### src/rtl/timer_counter.sv
// Bus-mapped down-counting timer with one-shot and auto-reload modes.
// Register window (16 bytes at BASE):
//   +0x0 CTRL   : [0] EN, [2:1] MODE, [3] IM (upper bits read 0)
//   +0x4 PRESET : reload value, R/W
//   +0x8 COUNT  : running count, read-only
//   +0xC        : unmapped, reads 0, writes ignored
module timer_counter #(
  parameter logic [31:0] BASE = 32'h0000_7F00
) (
  input  logic        clk,
  input  logic        reset,
  input  logic [31:0] addr,
  input  logic        we,
  input  logic [31:0] din,
  output logic [31:0] dout,
  output logic        irq
);

  typedef enum logic [1:0] {
    StIdle,
    StLoad,
    StCnt,
    StInt
  } state_e;

  localparam logic [1:0] ModeReload = 2'b01;

  state_e      state_q;
  logic        en_q;
  logic [1:0]  mode_q;
  logic        im_q;
  logic [31:0] preset_q;
  logic [31:0] count_q;
  logic        pend_q;

  logic        hit;
  logic [1:0]  offset;
  logic        wr_ctrl;
  logic        wr_preset;
  logic        en_clr;
  logic        pend_set;
  logic        pend_clr;

  // Byte-lane bits of addr and upper data bits of a CTRL write carry no meaning.
  logic        unused_bits;
  assign unused_bits = ^{addr[1:0], din[31:4]};

  // Address decode and write strobes for the writable registers.
  always_comb begin
    hit       = (addr[31:4] == BASE[31:4]);
    offset    = addr[3:2];
    wr_ctrl   = we && hit && (offset == 2'd0);
    wr_preset = we && hit && (offset == 2'd1);
  end

  // FSM-side events: one-shot EN auto-clear, PEND set on terminal count,
  // PEND clear on service write or on the auto-reload transition.
  always_comb begin
    en_clr   = (state_q == StInt) && (mode_q != ModeReload);
    pend_set = (state_q == StCnt) && en_q && (count_q <= 32'd1);
    pend_clr = wr_ctrl || wr_preset || ((state_q == StInt) && (mode_q == ModeReload));
  end

  // CTRL register: a bus write takes priority over the one-shot EN auto-clear.
  always_ff @(posedge clk or negedge reset) begin
    if (!reset) begin
      en_q   <= 1'b0;
      mode_q <= 2'b00;
      im_q   <= 1'b0;
    end else if (wr_ctrl) begin
      en_q   <= din[0];
      mode_q <= din[2:1];
      im_q   <= din[3];
    end else if (en_clr) begin
      en_q   <= 1'b0;
    end
  end

  // PRESET register: only sampled by the FSM in LOAD, so mid-count writes
  // affect the next period only.
  always_ff @(posedge clk or negedge reset) begin
    if (!reset) begin
      preset_q <= 32'd0;
    end else if (wr_preset) begin
      preset_q <= din;
    end
  end

  // Counter FSM with registered COUNT and PEND; PEND set beats a same-edge clear.
  always_ff @(posedge clk or negedge reset) begin
    if (!reset) begin
      state_q <= StIdle;
      count_q <= 32'd0;
      pend_q  <= 1'b0;
    end else begin
      if (pend_set) begin
        pend_q <= 1'b1;
      end else if (pend_clr) begin
        pend_q <= 1'b0;
      end

      case (state_q)
        StIdle: begin
          if (en_q) begin
            state_q <= StLoad;
          end
        end
        StLoad: begin
          count_q <= preset_q;
          state_q <= StCnt;
        end
        StCnt: begin
          if (!en_q) begin
            state_q <= StIdle;
          end else if (count_q > 32'd1) begin
            count_q <= count_q - 32'd1;
          end else begin
            // PRESET of 0 lands here too, so it behaves like PRESET of 1.
            count_q <= 32'd0;
            state_q <= StInt;
          end
        end
        StInt: begin
          if (mode_q == ModeReload) begin
            state_q <= StLoad;
          end else begin
            state_q <= StIdle;
          end
        end
        default: begin
          state_q <= StIdle;
        end
      endcase
    end
  end

  // Combinational read mux; misses and the unmapped slot read as 0.
  always_comb begin
    dout = 32'd0;
    if (hit) begin
      case (offset)
        2'd0:    dout = {28'd0, im_q, mode_q, en_q};
        2'd1:    dout = preset_q;
        2'd2:    dout = count_q;
        default: dout = 32'd0;
      endcase
    end
  end

  assign irq = pend_q & im_q;

endmodule

### config.mk
export PLATFORM = sky130hd
export DESIGN_NAME = timer_counter
export DESIGN_NICKNAME = d
export VERILOG_FILES = /design/src/rtl/timer_counter.sv
export SDC_FILE = /design/constraint.sdc
export NUM_CORES = 1
export LEC_CHECK = 0
export ABC_AREA = 1
export BUFFER_PORTS_ARGS = -buffer_cell sky130_fd_sc_hd__buf_2
export CAP_MARGIN = 20
export CORE_MARGIN = 1.5
export CORE_UTILIZATION = 40
export CTS_CLUSTER_DIAMETER = 120
export DETAILED_ROUTE_END_ITERATION = 12
export REMOVE_ABC_BUFFERS = 1
export SETUP_SLACK_MARGIN = 0.1
export SLEW_MARGIN = 20
export SYNTH_ARGS = -nofsm -noshare
export SYNTH_HDL_FRONTEND = slang
export SYNTH_SLANG_ARGS = --single-unit
### constraint.sdc
create_clock -name clk -period 1.8 [get_ports clk]
set_clock_uncertainty 0.05 [all_clocks]
set_input_delay 0.36 -clock clk [delete_from_list [all_inputs] [get_ports clk]]
set_output_delay 0.36 -clock clk [all_outputs]
set_load 0.02 [all_outputs]
# Word-level counts from Yosys, hierarchy flattened
# Index checks and enable logic that the tools add are counted.
dict set report classes {
  add_sub_neg 1
  order_cmp 2
  n_eq_ne 11
  n_mux 14
  bitwise_logic 1
  reduce_logical 16
}
# cell count
set op_table {}
lappend op_table {{$mux W32} 3}
lappend op_table {{$pmux W32 S3} 1}
lappend op_table {{$pmux W32 S2} 1}
lappend op_table {{$gt A32 B1 Y1 const B} 1}
lappend op_table {{$le A32 B1 Y1 const B} 1}
lappend op_table {{$sub A32 B1 Y32 const B} 1}
lappend op_table {{$eq A28 B11 Y1 const B} 1}
lappend op_table {{$pmux W2 S4} 1}
lappend op_table {{$logic_and A1 B1 Y1} 7}
lappend op_table {{$eq A2 B1 Y1 const B} 3}
lappend op_table {{$eq A2 B2 Y1 const B} 3}
lappend op_table {{$mux W2} 3}
lappend op_table {{$reduce_bool A2 Y1} 3}
lappend op_table {{$mux W1} 5}
lappend op_table {{$logic_not A2 Y1} 2}
lappend op_table {{$ne A2 B2 Y1 const B} 2}
lappend op_table {{$reduce_and A2 Y1} 2}
lappend op_table {{$ne A3 B3 Y1 const B} 1}
lappend op_table {{$logic_or A1 B1 Y1} 2}
lappend op_table {{$ne A2 B1 Y1 const B} 1}
lappend op_table {{$and A1 B1 Y1} 1}
dict set report totals {
  reg_bits 71
  input_bits 67
  out_inout_bits 33
  elab_cells 52
}

# Logic depth before layout (Yosys ltp)
# Gate-level depths: netlist of the first run.
dict set report logic_depth {
  ltp_word 7
  mapped_depth 12
  ltp_nobuf 12
}

# Least setup slack after synthesis of the first run
# No wires, ideal clock.
dict set report synth_timing {
  path_kind {in2out}
  start {input port addr[27]}
  end {output port dout[25]}
  arrival_ns 1.571
  required_ns 1.390
  setup_slack_ns -0.181
  cell_stages 7
  n_path_buf 1
  path_cell_list {or2_1 nor3_1 nand3_1 nor2_2 inv_1 clkbuf_1 a21oi_1}
}
dict set report synth_via {
  elab_chain_cells 2
}
# element line
set synth_rtl {}
lappend synth_rtl {{from (decl)} 12} ;# input logic [31:0] addr,
lappend synth_rtl {{$eq A28 B11 Y1} 50} ;# hit = (addr[31:4] == BASE[31:4]);
lappend synth_rtl {{$mux W32} 140} ;# if (hit) begin
lappend synth_rtl {{to (decl)} 15} ;# output logic [31:0] dout,
# No other way between the ends.

# Worst setup path after layout of the first run
dict set report layout_timing {
  start {input port addr[27]}
  end {output port dout[21]}
}
# Same word-level chain as after synthesis.

==> reports/qor.txt, run 1 <==
Setup TNS Final - -4.608 ns
fin nets - 948
slew margin rel. - 0.6080
layout cells sized above 1 - 0.4297
total CTS buffers - 9
Avg Inst Size Synth - 6.695 µm²
crit-path max cell delay - 0.23 ns
placed cell area - 0.005898 mm²
final worst slack - -0.1676 ns
clock buffer depth - 2
# fillers - 1023
Design Area, Final - 0.007216 mm²
Post-Syn Area - 0.004733 mm²
final hold slack - -0.03801 ns
Placed Cells incl. Taps - 993
CP top delay family - simple AND/OR/NAND/NOR gates
Ports - 100
CTS tree - yes
antenna violations before repair - 0
status - finished with violations
GR Util All Layers - 0.2361
drt pass-1 iters - 5
Worst-Skew Late Latency - 0.35 ns
Worst setup SP type - input pin
Slowest-stage cell, CP - or2_1
Final Hold Vio Count - 21
total die area - 0.01249 mm²
Max FO, Critical Path - 17
Max-cap violations - 0
Static Leakage - 3.746 nW
fin. max-slew vios - 0
first-pass GRT wire length - 23.71 mm
Die X-Extent - 111.8 µm
Die Y - 111.8 µm
Iteration-0 DRC Markers - 314
Routed WL - 16.14 mm
post-DP HPWL - 10.10 mm
Initial Utilization - 0.4128
largest net degree at the start of global routing - 72
clock sink count - 71
Worst Setup End Kind - output pin
Post-Synthesis Cells - 707
Seq/Total Area, Yosys - 0.3754
row count - 39
crit path kind - input pin to output pin
YS warnings - 0
final period utilization - 1.093
Max Fclk - 0.5082 GHz
Worst Path Arrival - 1.56 ns
Remaining Overflow, GRT - 0
Crit path required time - 1.39 ns
core region area - 0.01147 mm²
IO Port Bufs - 97
sequence of cells on the critical path - buf_6 -> or2_1 -> nor3_2 -> nand3_1 -> nor2_2 -> inv_2 -> buf_12 -> a21oi_1 -> buf_4
CTS Root Cell - clkbuf_16
VDD IR max - 0.0003952 V
Vias - 5222
# DRC - 0
Buf+Inv Stages, Crit Path - 4
violated checks - negative hold slack, negative setup slack
drt wl/cell - 15.74 µm
vias per cell - 5.095
Ant. Diodes - 0
library cells used by synthesis - 31
post-layout min period - 1.968 ns
fin util - 0.6292
worst slew pin tran - 0.5858 ns
unrepaired setup endpoints after global routing - true
Routed Antenna Nets - 0
Clk pin slew, worst setup/hold paths - 0.06 ns
vias in the first global route - 5063
Hold Crit Class - input pin to asynchronous set/reset pin
area growth from synthesis to layout - 52.45%
final setup fails - 32
Final Wtd Congestion - 0.9242
final cell count without fillers - 1025
H-tree Lvls - 3
#FFs+latches synth - 71
Pwr Density - 481.0 mW/mm²
-- worst reg2reg max path, delay by kind of cell (launching register included) --
family | cells | cell delay, ns
buffers and inverters | 2 | 0.28
adder cells (fa/ha/maj) | 1 | 0.20
flip-flops | 1 | 0.41
AND/OR/NAND/NOR | 6 | 0.53
AO/OA/AOI/OAI | 1 | 0.23
-- cells in the mapped netlist --
cell        n  area (µm²)
o21ai_1    26       130.1
xor2_1     10       87.58
inv_1      63       236.5
dfrtp_1    71        1777
nand2_1   273        1025
or2_1       1       6.260
clkbuf_1   20       75.07
nand3b_1    1       7.510
o21ai_2    18       157.7
o21ai_4     1       16.27
nand4_1     4       25.02
xnor2_1     8       70.07
buf_6       8       90.09
inv_2       1       3.750
nand2_2     2       12.51
nand3_1    49       245.2
nor3_1      3       15.01
nor2_2     13       81.33
a21oi_1    30       150.1
nand3_4     1       17.52
nor2_4      2       22.52
a31oi_1     1       6.260
buf_1       2       7.510
nand3_2     1       10.01
o21bai_1    6       45.04
o211ai_2    1       12.51
nor2_1     69       259.0
nor4_1      1       6.260
o21ai_0    15       75.07
a221oi_1    4       35.03
ha_1        2       25.02
-- area by class of cell --
cell class | count | area (µm²) | share of cell area
Timing Repair Buffer | 191 | 1568 | 0.2173
Inverter | 64 | 240.2 | 0.03329
Multi-Input combinational cell | 542 | 3182 | 0.4410
Clock inverter | 1 | 5.005 | 0.0006936
Tap cell | 143 | 178.9 | 0.02480
Sequential cell | 71 | 1782 | 0.2469
Clock buffer | 13 | 260.3 | 0.03607
-- placed cells by master (no fill, tap or decap), types with 6 or more instances in the layout --
cell type	synthesis	layout
nand2_1	273	243
buf_4	0	94
dfrtp_1	71	67
buf_2	0	64
inv_1	63	58
nand3_1	49	37
nor2_1	69	33
o21ai_2	18	32
nor2_2	13	29
nand2_2	2	27
nor2_4	2	22
a21oi_2	0	21
o21ai_1	26	21
buf_6	8	17
clkbuf_16	0	15
nand3_2	1	10
buf_12	0	10
xnor2_1	8	8
xor2_1	10	8
inv_2	1	6
a21oi_1	30	6
o21bai_1	6	6
-- registers in the layout (all words and copies together) (netlist names) --
register,cells
en_q,1
state_q,2
mode_q,2
count_q,32
im_q,1
preset_q,32
pend_q,1
-- layer usage --
| layer | vias to the layer above | GRT usage | share of wire |
|---|---|---|---|
| li1 | 2568 | - | - |
| met2 | 177 | 0.3976 | 0.49 |
| met1 | 2448 | 0.3043 | 0.43 |
| met5 | - | 0 | 0 |
| met3 | 29 | 0.03484 | 0.055 |
| met4 | 0 | 0.09705 | 0.029 |
-- worst paths after layout --
kind / to / startpoint / depth (start not counted) / slack, ns
worst max-delay path: dout[21] / addr[27] / 9 / -0.17
worst min-delay path: preset_q[3] / reset / 2 / -0.04
worst max register to register: count_q[28] / count_q[0] / 10 / 0.04
worst min register to register: preset_q[29] / preset_q[29] / 2 / 0.46
max in group asynchronous: count_q[16] / reset / 2 / 1.34
min in group clk: preset_q[10] / din[10] / 3 / 0.19
-- per-stage QoR --
step | total power, mW | setup WS (ns)
5_1_grt | 3.582 | -0.2466
6_report | 3.471 | -0.1676
2_1_floorplan | 1.671 | -1.572
3_3_place_gp | 1.826 | -0.2330
3_5_place_dp | 1.830 | -0.2567
4_1_cts | 3.495 | -0.1991
-- where the power goes --
part | total [mW] | internal, mW | switching (mW)
Combinational | 0.210 | 0.0893 | 0.120
Sequential | 1.60 | 1.60 | 0.0000000301
Clock | 1.66 | 0.991 | 0.673
Total | 3.47 | 2.68 | 0.793
-- cells by family (layout without fill, tap and decap cells) --
family                   after synthesis  count (layout)  synth area share
buffers and inverters                 94             269           0.08723
XOR/XNOR                              18              18           0.03331
AO/OA/AOI/OAI                        102             102            0.1327
flip-flops                            71              71            0.3754
AND/OR/NAND/NOR                      420             420            0.3661
adder cells (fa/ha/maj)                2               2          0.005286
-- timing repair --
| action | in CTS | in global routing |
|---|---|---|
| hold buffers | 0 | 0 |
| endpoints found under the setup margin | 50 | 101 |
| pin swaps | 4 | 33 |
| setup buffers | 7 | 9 |
| resized for setup | 74 | 154 |
| endpoints found under the hold margin | 0 | 0 |
| gates cloned | 0 | 8 |
No activity file was read; power rests on OpenSTA's default activity.
==> run 2: changes to the inputs <==
--- a/config.mk
+++ b/config.mk
@@ -5,13 +5,14 @@
 export SDC_FILE = /design/constraint.sdc
 export NUM_CORES = 1
 export LEC_CHECK = 0
-export ABC_AREA = 1
+export ABC_AREA = 0
 export BUFFER_PORTS_ARGS = -buffer_cell sky130_fd_sc_hd__buf_2
 export CAP_MARGIN = 20
 export CORE_MARGIN = 1.5
 export CORE_UTILIZATION = 40
 export CTS_CLUSTER_DIAMETER = 120
 export DETAILED_ROUTE_END_ITERATION = 12
+export GPL_TIMING_DRIVEN = 0
 export REMOVE_ABC_BUFFERS = 1
 export SETUP_SLACK_MARGIN = 0.1
 export SLEW_MARGIN = 20
==> run 2 against run 1 <==
Net effect:
- the flow finishes with violations (negative setup slack)
- sequential cell count unchanged
- via count decreased by 13%
- sequential power hardly changed
- sequential share of layout area increased by 1.8 points
- critical endpoint is now count_q[25]
==> reports/qor.txt, run 2 <==
final worst slack - -0.5376 ns (was -0.1676 ns)
vias in the first global route - 4456 (was 5063)
count leader, synth - dfrtp_1 (was nand2_1)
clock buffer depth - 2 (unchanged)
top cell type's share of synthesized area - 0.4365 (was 0.3754)
violated checks - negative setup slack (was negative hold slack, negative setup slack)
#FFs+latches synth - 71 (unchanged)
main area contributors after synthesis - dfrtp_1 (44%), mux2_2 (9.7%), a22oi_1 (6.6%) (was dfrtp_1 (38%), nand2_1 (22%), nor2_1 (5.5%))
crit path kind - flop to flop (was input pin to output pin)
R2R cell count - 7 (was 10)
final period utilization - 1.299 (was 1.093)
area growth from synthesis to layout - 65.17% (was 52.45%)
Synth Area in XOR/XNOR - 0 (was 0.03331)
most common cell after layout, fill and taps aside - dfrtp_1 (was nand2_1)
Max FO, Critical Path - 6 (was 17)
Synth Area in Compound Gates - 0.1998 (was 0.1327)
largest family of logic cells by synthesized area - compound AO/OA/AOI/OAI gates (was simple AND/OR/NAND/NOR gates)
Largest regs - count_q x32, preset_q x32 (unchanged)
simple-gate portion of the synthesized area - 0.1967 (was 0.3661)
Routed WL - 15.98 mm (was 16.14 mm)
largest net degree at the start of global routing - 39 (was 72)
EDFF count, synth - 0 (unchanged)
Worst Path Arrival - 2.52 ns (was 1.56 ns)
Reg2Reg Setup Slack - -0.54 ns (was 0.04 ns)
Critical R2R Capture - count_q[25] (was count_q[28])
most frequent cells after synthesis - dfrtp_1 (71), nor2_1 (51), a22oi_1 (36) (was nand2_1 (273), dfrtp_1 (71), nor2_1 (69))
Ant. Diodes - 0 (unchanged)
fin. max-slew vios - 0 (unchanged)
Setup TNS Final - -30.41 ns (was -4.608 ns)
Slowest-stage cell, CP - or4_4 (was or2_1)
Worst setup SP type - flop (was input pin)
Routed Antenna Nets - 0 (unchanged)
Final Wtd Congestion - 0.8464 (was 0.9242)
Static Leakage - 2.908 nW (was 3.746 nW)
IO Port Bufs - 97 (unchanged)
mux share of post-synthesis cell area - 0.1165 (was 0)
internal power - 2.248 mW (was 2.677 mW)
fin nets - 661 (was 948)
GR Util All Layers - 0.2887 (was 0.2361)
drt wl/cell - 21.95 µm (was 15.74 µm)
worst slew pin tran - 0.9330 ns (was 0.5858 ns)
total CTS buffers - 9 (unchanged)
Max-cap violations - 0 (unchanged)
H-tree Lvls - 3 (unchanged)
clock sink count - 71 (unchanged)
row count - 36 (was 39)
post-layout min period - 2.338 ns (was 1.968 ns)
unrepaired setup endpoints after global routing - true (unchanged)
hold endpoint - preset_q[19]
Max Fclk - 0.4278 GHz (was 0.5082 GHz)
core region area - 0.009819 mm² (was 0.01147 mm²)
VDD IR max - 0.0003285 V (was 0.0003952 V)
CTS tree - yes (unchanged)
# DRC - 0 (unchanged)
RR Startpoint - count_q[10] (was count_q[0])
Switching Power - 0.6953 mW (was 0.7933 mW)
fin util - 0.6846 (was 0.6292)
CTS Root Cell - clkbuf_8 (was clkbuf_16)
final setup fails - 102 (was 32)
Clk network pwr share - 0.390 (was 0.479)
Vias - 4555 (was 5222)
Worst-Skew Late Latency - 0.35 ns (about the same)
Ports - 100 (unchanged)
Net Sw Frac - 0.2362 (was 0.2286)
most area-hungry cell type in the Yosys netlist - dfrtp_1 (unchanged)
Final Hold Vio Count - 0 (was 21)
vias per cell - 6.257 (was 5.095)
area share of fa/ha/maj cells after synthesis - 0.006148 (was 0.005287)
Die Y - 103.9 µm (was 111.8 µm)
Sequential Power Share - 0.542 (was 0.460)
CP top delay family - simple AND/OR/NAND/NOR gates (unchanged)
Buf+Inv Stages, Crit Path - 1 (was 4)
Hold Crit Class - input pin to flop (was input pin to asynchronous set/reset pin)
Power, Total - 2.943 mW (was 3.471 mW)
YS warnings - 0 (unchanged)
Iteration-0 DRC Markers - 407 (was 314)
status - finished with violations (unchanged)
Seq/Total Area, Yosys - 0.4365 (was 0.3754)
antenna violations before repair - 0 (unchanged)
crit-path max cell delay - 0.57 ns (was 0.23 ns)
Worst Setup End Kind - flop (was output pin)
Pwr Density - 437.8 mW/mm² (was 481.0 mW/mm²)
Crit path required time - 1.98 ns (was 1.39 ns)
Top cell by count, worst path - or4_4
layout cells sized above 1 - 0.5462 (was 0.4297)
hold_sp - din[19]
sequence of cells on the critical path - or4_4 -> or4_4 -> nor3_4 -> buf_6 -> a21boi_2 -> a31oi_1 -> o22ai_1 (was buf_6 -> or2_1 -> nor3_2 -> nand3_1 -> nor2_2 -> inv_2 -> buf_12 -> a21oi_1 -> buf_4)
final hold slack - 0.1870 ns (was -0.03801 ns)
library cells used by synthesis - 53 (was 31)
Initial Utilization - 0.4145 (was 0.4128)
slew margin rel. - 0.3780 (was 0.6080)
Post-Syn Area - 0.004070 mm² (was 0.004733 mm²)
Remaining Overflow, GRT - 0 (unchanged)
combinational fraction of design power - 0.068 (was 0.060)
drt pass-1 iters - 6 (was 5)
asr flop ratio synth - 1.000 (unchanged)
Post-Synthesis Cells - 431 (was 707)
post-DP HPWL - 7.745 mm (was 10.10 mm)
total die area - 0.01079 mm² (was 0.01249 mm²)
first-pass GRT wire length - 24.41 mm (was 23.71 mm)
Avg Inst Size Synth - 9.444 µm² (was 6.695 µm²)
Die X-Extent - 103.9 µm (was 111.8 µm)
Worst Hold Path Cells - 2
Clk pin slew, worst setup/hold paths - 0.08 ns (was 0.06 ns)
Primary FF master, synth - dfrtp_1 (unchanged)
most frequent cells in the layout - dfrtp_1 (68), buf_2 (59), buf_6 (56) (was nand2_1 (243), buf_4 (94), dfrtp_1 (67))
run 2: changes by cell type after synthesis, moves of 14 or more:
cell and change:
nor2_1 -18, mux2_2 +35, o21ai_2 -18, nor4_1 +15, nand2_1 -242, nand3_1 -39, a21oi_1 -14, a22oi_1 +36
o21ai_1 -21, inv_1 -53
run 2: per-stage QoR:
stage,worst slack [ns],cell area (µm²),cells
floorplan,-1.987,3928,400
global placement,-3.669,4579,630
detailed placement,-1.574,4721,635
CTS,-0.5443,6352,713
global route,-0.6011,6723,728
finish,-0.5376,6723,728
run 2: cells by family after synthesis:
logic type               after synthesis
multiplexers                          43
flip-flops                            71
AO/OA/AOI/OAI                        118
AND/OR/NAND/NOR                      156
adder cells (fa/ha/maj)                2
buffers and inverters                 41
run 2: how the worst max path moves through the flow:
stage                      startpoint            to  slack (ns)  cells after the start
after floorplan              addr[29]   preset_q[0]       -1.99                      5
after global placement       addr[21]  preset_q[15]       -3.67                      6
after detailed placement   count_q[0]   count_q[12]       -1.57                      7
after CTS                 count_q[10]   count_q[12]       -0.54                      7
after global routing      count_q[10]    count_q[3]       -0.60                      7
final                     count_q[10]   count_q[25]       -0.54                      7
run 2: metal layers:
metal / GRT usage / vias to the layer above / wire [µm]
met5: 0 / - / 0
met4: 0.1071 / 0 / 609
met3: 0.05576 / 51 / 1644
met2: 0.4659 / 295 / 7441
met1: 0.3857 / 2250 / 6282
li1: - / 1959 / -
run 2: what timing repair did:
item	4_1_cts	5_1_grt
endpoints found under the setup margin	103	103
hold buffers	1	0
pin swaps	55	28
setup buffers	51	15
gates resized for setup	239	59
cloned	12	1
endpoints found under the hold margin	33	0
run 2: area by class of cell:
type / instances / area [µm²]
clock inverters: 1 / 5.005
fillers: 744 / 3097
multi-input cells: 326 / 2944
inverters: 10 / 41.29
flip-flops and latches: 71 / 1780
well taps: 133 / 166.4
repair buffers: 173 / 1619
clock buffers: 13 / 158.9
repair inverters: 1 / 7.507
run 2: power by group through the flow:
stage | Combinational (mW) | Sequential (mW) | Clock [mW]
after floorplan | 0.0225 | 1.63 | 0
after global placement | 0.137 | 1.63 | 0
after detailed placement | 0.159 | 1.63 | 0
after CTS | 0.189 | 1.59 | 1.16
after global routing | 0.218 | 1.59 | 1.23
final | 0.201 | 1.59 | 1.15
==> run 3: changes to the inputs <==
--- a/config.mk
+++ b/config.mk
@@ -7,9 +7,8 @@
 export LEC_CHECK = 0
 export ABC_AREA = 0
 export BUFFER_PORTS_ARGS = -buffer_cell sky130_fd_sc_hd__buf_2
-export CAP_MARGIN = 20
 export CORE_MARGIN = 1.5
-export CORE_UTILIZATION = 40
+export CORE_UTILIZATION = 38
 export CTS_CLUSTER_DIAMETER = 120
 export DETAILED_ROUTE_END_ITERATION = 12
 export GPL_TIMING_DRIVEN = 0
==> run 3 against run 2 <==
Net effect:
- worst setup slack worse by 0.010 ns
- sequential share of layout area is 0.93 points higher
- die area is 5.1% higher
- core utilization is 5.9 points lower
- via count is 3.9% lower
- largest cell class unchanged
- the run still ends with negative setup slack left
- global-route usage is 2.5 points lower
- design area is 3.5% lower
==> reports/qor.txt, run 3 (synthesized netlist as in run 2, its figures left out) <==
status - finished with violations (unchanged)
violated checks - negative setup slack (unchanged)
final setup fails - 102 (unchanged)
Buf+Inv Stages, Crit Path - 1 (unchanged)
Die Y - 106.5 µm (was 103.9 µm)
Vias - 4378 (was 4555)
Iteration-0 DRC Markers - 354 (was 407)
vias in the first global route - 4388 (was 4456)
Static Leakage - 2.794 nW (was 2.908 nW)
crit-path max cell delay - 0.59 ns (was 0.57 ns)
most frequent cells in the layout - dfrtp_1 (70), buf_2 (60), buf_6 (46) (was dfrtp_1 (68), buf_2 (59), buf_6 (56))
final worst slack - -0.5480 ns (was -0.5376 ns)
Switching Power - 0.7384 mW (was 0.6953 mW)
first-pass GRT wire length - 23.12 mm (was 24.41 mm)
Max FO, Critical Path - 6 (unchanged)
Worst Setup End Kind - flop (unchanged)
Clk pin slew, worst setup/hold paths - 0.08 ns (about the same)
Crit path required time - 2.00 ns (was 1.98 ns)
CTS Root Cell - clkbuf_8 (unchanged)
Largest regs - count_q x32, preset_q x32 (unchanged)
total die area - 0.01134 mm² (was 0.01079 mm²)
GR Util All Layers - 0.2635 (was 0.2887)
Initial Utilization - 0.3925 (was 0.4145)
area growth from synthesis to layout - 59.36% (was 65.17%)
post-layout min period - 2.348 ns (was 2.338 ns)
drt pass-1 iters - 7 (was 6)
crit path kind - flop to flop (unchanged)
layout cells sized above 1 - 0.5043 (was 0.5462)
pre-CTS setup slack - -1.286 ns (was -1.574 ns)
final hold slack - 0.1708 ns (was 0.1870 ns)
fin. max-slew vios - 0 (unchanged)
Ant. Diodes - 0 (unchanged)
Clk network pwr share - 0.453 (was 0.390)
Placed Cells incl. Taps - 638 (was 635)
unrepaired setup endpoints after global routing - true (unchanged)
Slowest-stage cell, CP - or4_4 (unchanged)
Pwr Density - 505.9 mW/mm² (was 437.8 mW/mm²)
Power, Total - 3.281 mW (was 2.943 mW)
total CTS buffers - 9 (unchanged)
final period utilization - 1.304 (was 1.299)
slew margin rel. - 0.4416 (was 0.3780)
internal power - 2.543 mW (was 2.248 mW)
H-tree Lvls - 3 (unchanged)
post-DP HPWL - 7.794 mm (was 7.745 mm)
clock buffer depth - 2 (unchanged)
antenna violations before repair - 0 (unchanged)
Hold Crit Class - input pin to flop (unchanged)
Worst Path Arrival - 2.54 ns (was 2.52 ns)
Net Sw Frac - 0.2250 (was 0.2362)
core region area - 0.01037 mm² (was 0.009819 mm²)
worst slew pin tran - 0.8377 ns (was 0.9330 ns)
IO Port Bufs - 97 (unchanged)
clock sink count - 71 (unchanged)
Sequential Power Share - 0.486 (was 0.542)
Final Hold Vio Count - 0 (unchanged)
vias per cell - 6.158 (was 6.257)
Top cell by count, worst path - or4_4 (unchanged)
# DRC - 0 (unchanged)
Routed WL - 14.78 mm (was 15.98 mm)
Worst setup SP type - flop (unchanged)
Routed Antenna Nets - 0 (unchanged)
Worst-Skew Late Latency - 0.36 ns (was 0.35 ns)
fin nets - 639 (was 661)
row count - 37 (was 36)
CP top delay family - simple AND/OR/NAND/NOR gates (unchanged)
drt wl/cell - 20.78 µm (was 21.95 µm)
most common cell after layout, fill and taps aside - dfrtp_1 (unchanged)
Remaining Overflow, GRT - 0 (unchanged)
Max-cap violations - 0 (unchanged)
VDD IR max - 0.0002918 V (was 0.0003285 V)
Die X-Extent - 106.5 µm (was 103.9 µm)
sequence of cells on the critical path - or4_4 -> or4_4 -> nor3_4 -> buf_6 -> a21boi_2 -> a31oi_1 -> o22ai_1 (unchanged)
combinational fraction of design power - 0.062 (was 0.068)
Ports - 100 (unchanged)
final cell count without fillers - 711 (was 728)
Final Wtd Congestion - 0.8434 (was 0.8464)
largest net degree at the start of global routing - 43 (was 39)
CTS tree - yes (unchanged)
Max Fclk - 0.4259 GHz (was 0.4278 GHz)
run 3: power by group through the flow:
stage,Clock (mW),Sequential (mW),Combinational (mW)
final,1.49,1.59,0.202
after global routing,1.56,1.59,0.220
after CTS,1.50,1.59,0.196
after detailed placement,0,1.63,0.157
after global placement,0,1.63,0.138
after floorplan,0,1.63,0.0225
run 3: worst paths after layout:
check | start | endpoint | slack, ns | cells after the start
min in group asynchronous | reset | count_q[7] | 0.42 | 2
max in group asynchronous | reset | count_q[0] | 0.70 | 3
setup / recovery | count_q[9] | count_q[25] | -0.55 | 7
hold / removal | din[14] | preset_q[14] | 0.17 | 2
hold reg to reg | mode_q[0] | mode_q[0] | 0.49 | 1
setup reg to reg | count_q[9] | count_q[25] | -0.55 | 7
run 3: final cells by class:
class,count,area [µm²]
clock buffer,13,158.9
clock inverter,3,65.06
fill,840,3884
inverter,10,41.29
multi-input combinational,324,2831
sequential,71,1778
tap,136,170.2
timing repair buffer,153,1434
timing repair inverter,1,7.507
run 3: stage by stage:
stage / setup TNS [ns] / cell area (µm²) / util
4_1_cts: -28.69 / 6267 / 0.6044
2_1_floorplan: -122.98 / 3928 / -
6_report: -27.69 / 6486 / 0.6255
5_1_grt: -37.25 / 6486 / 0.6255
3_3_place_gp: -279.29 / 4583 / 0.4420
3_5_place_dp: -73.66 / 4732 / 0.4563
run 3: layer usage:
metal | share of wire | global-route usage | up-vias
li1 | - | - | 1914
met1 | 0.40 | 0.3457 | 2149
met2 | 0.47 | 0.4286 | 276
met3 | 0.096 | 0.05212 | 39
met4 | 0.029 | 0.1029 | 0
met5 | 0 | 0 | -
run 3: repair_timing:
item | 4_1_cts | 5_1_grt
hold buffers | 1 | 0
setup endpoints to repair | 103 | 102
endpoints found under the hold margin | 29 | 0
pin swaps | 49 | 16
resized for setup | 211 | 46
setup buffers | 40 | 5
gates cloned | 11 | 2
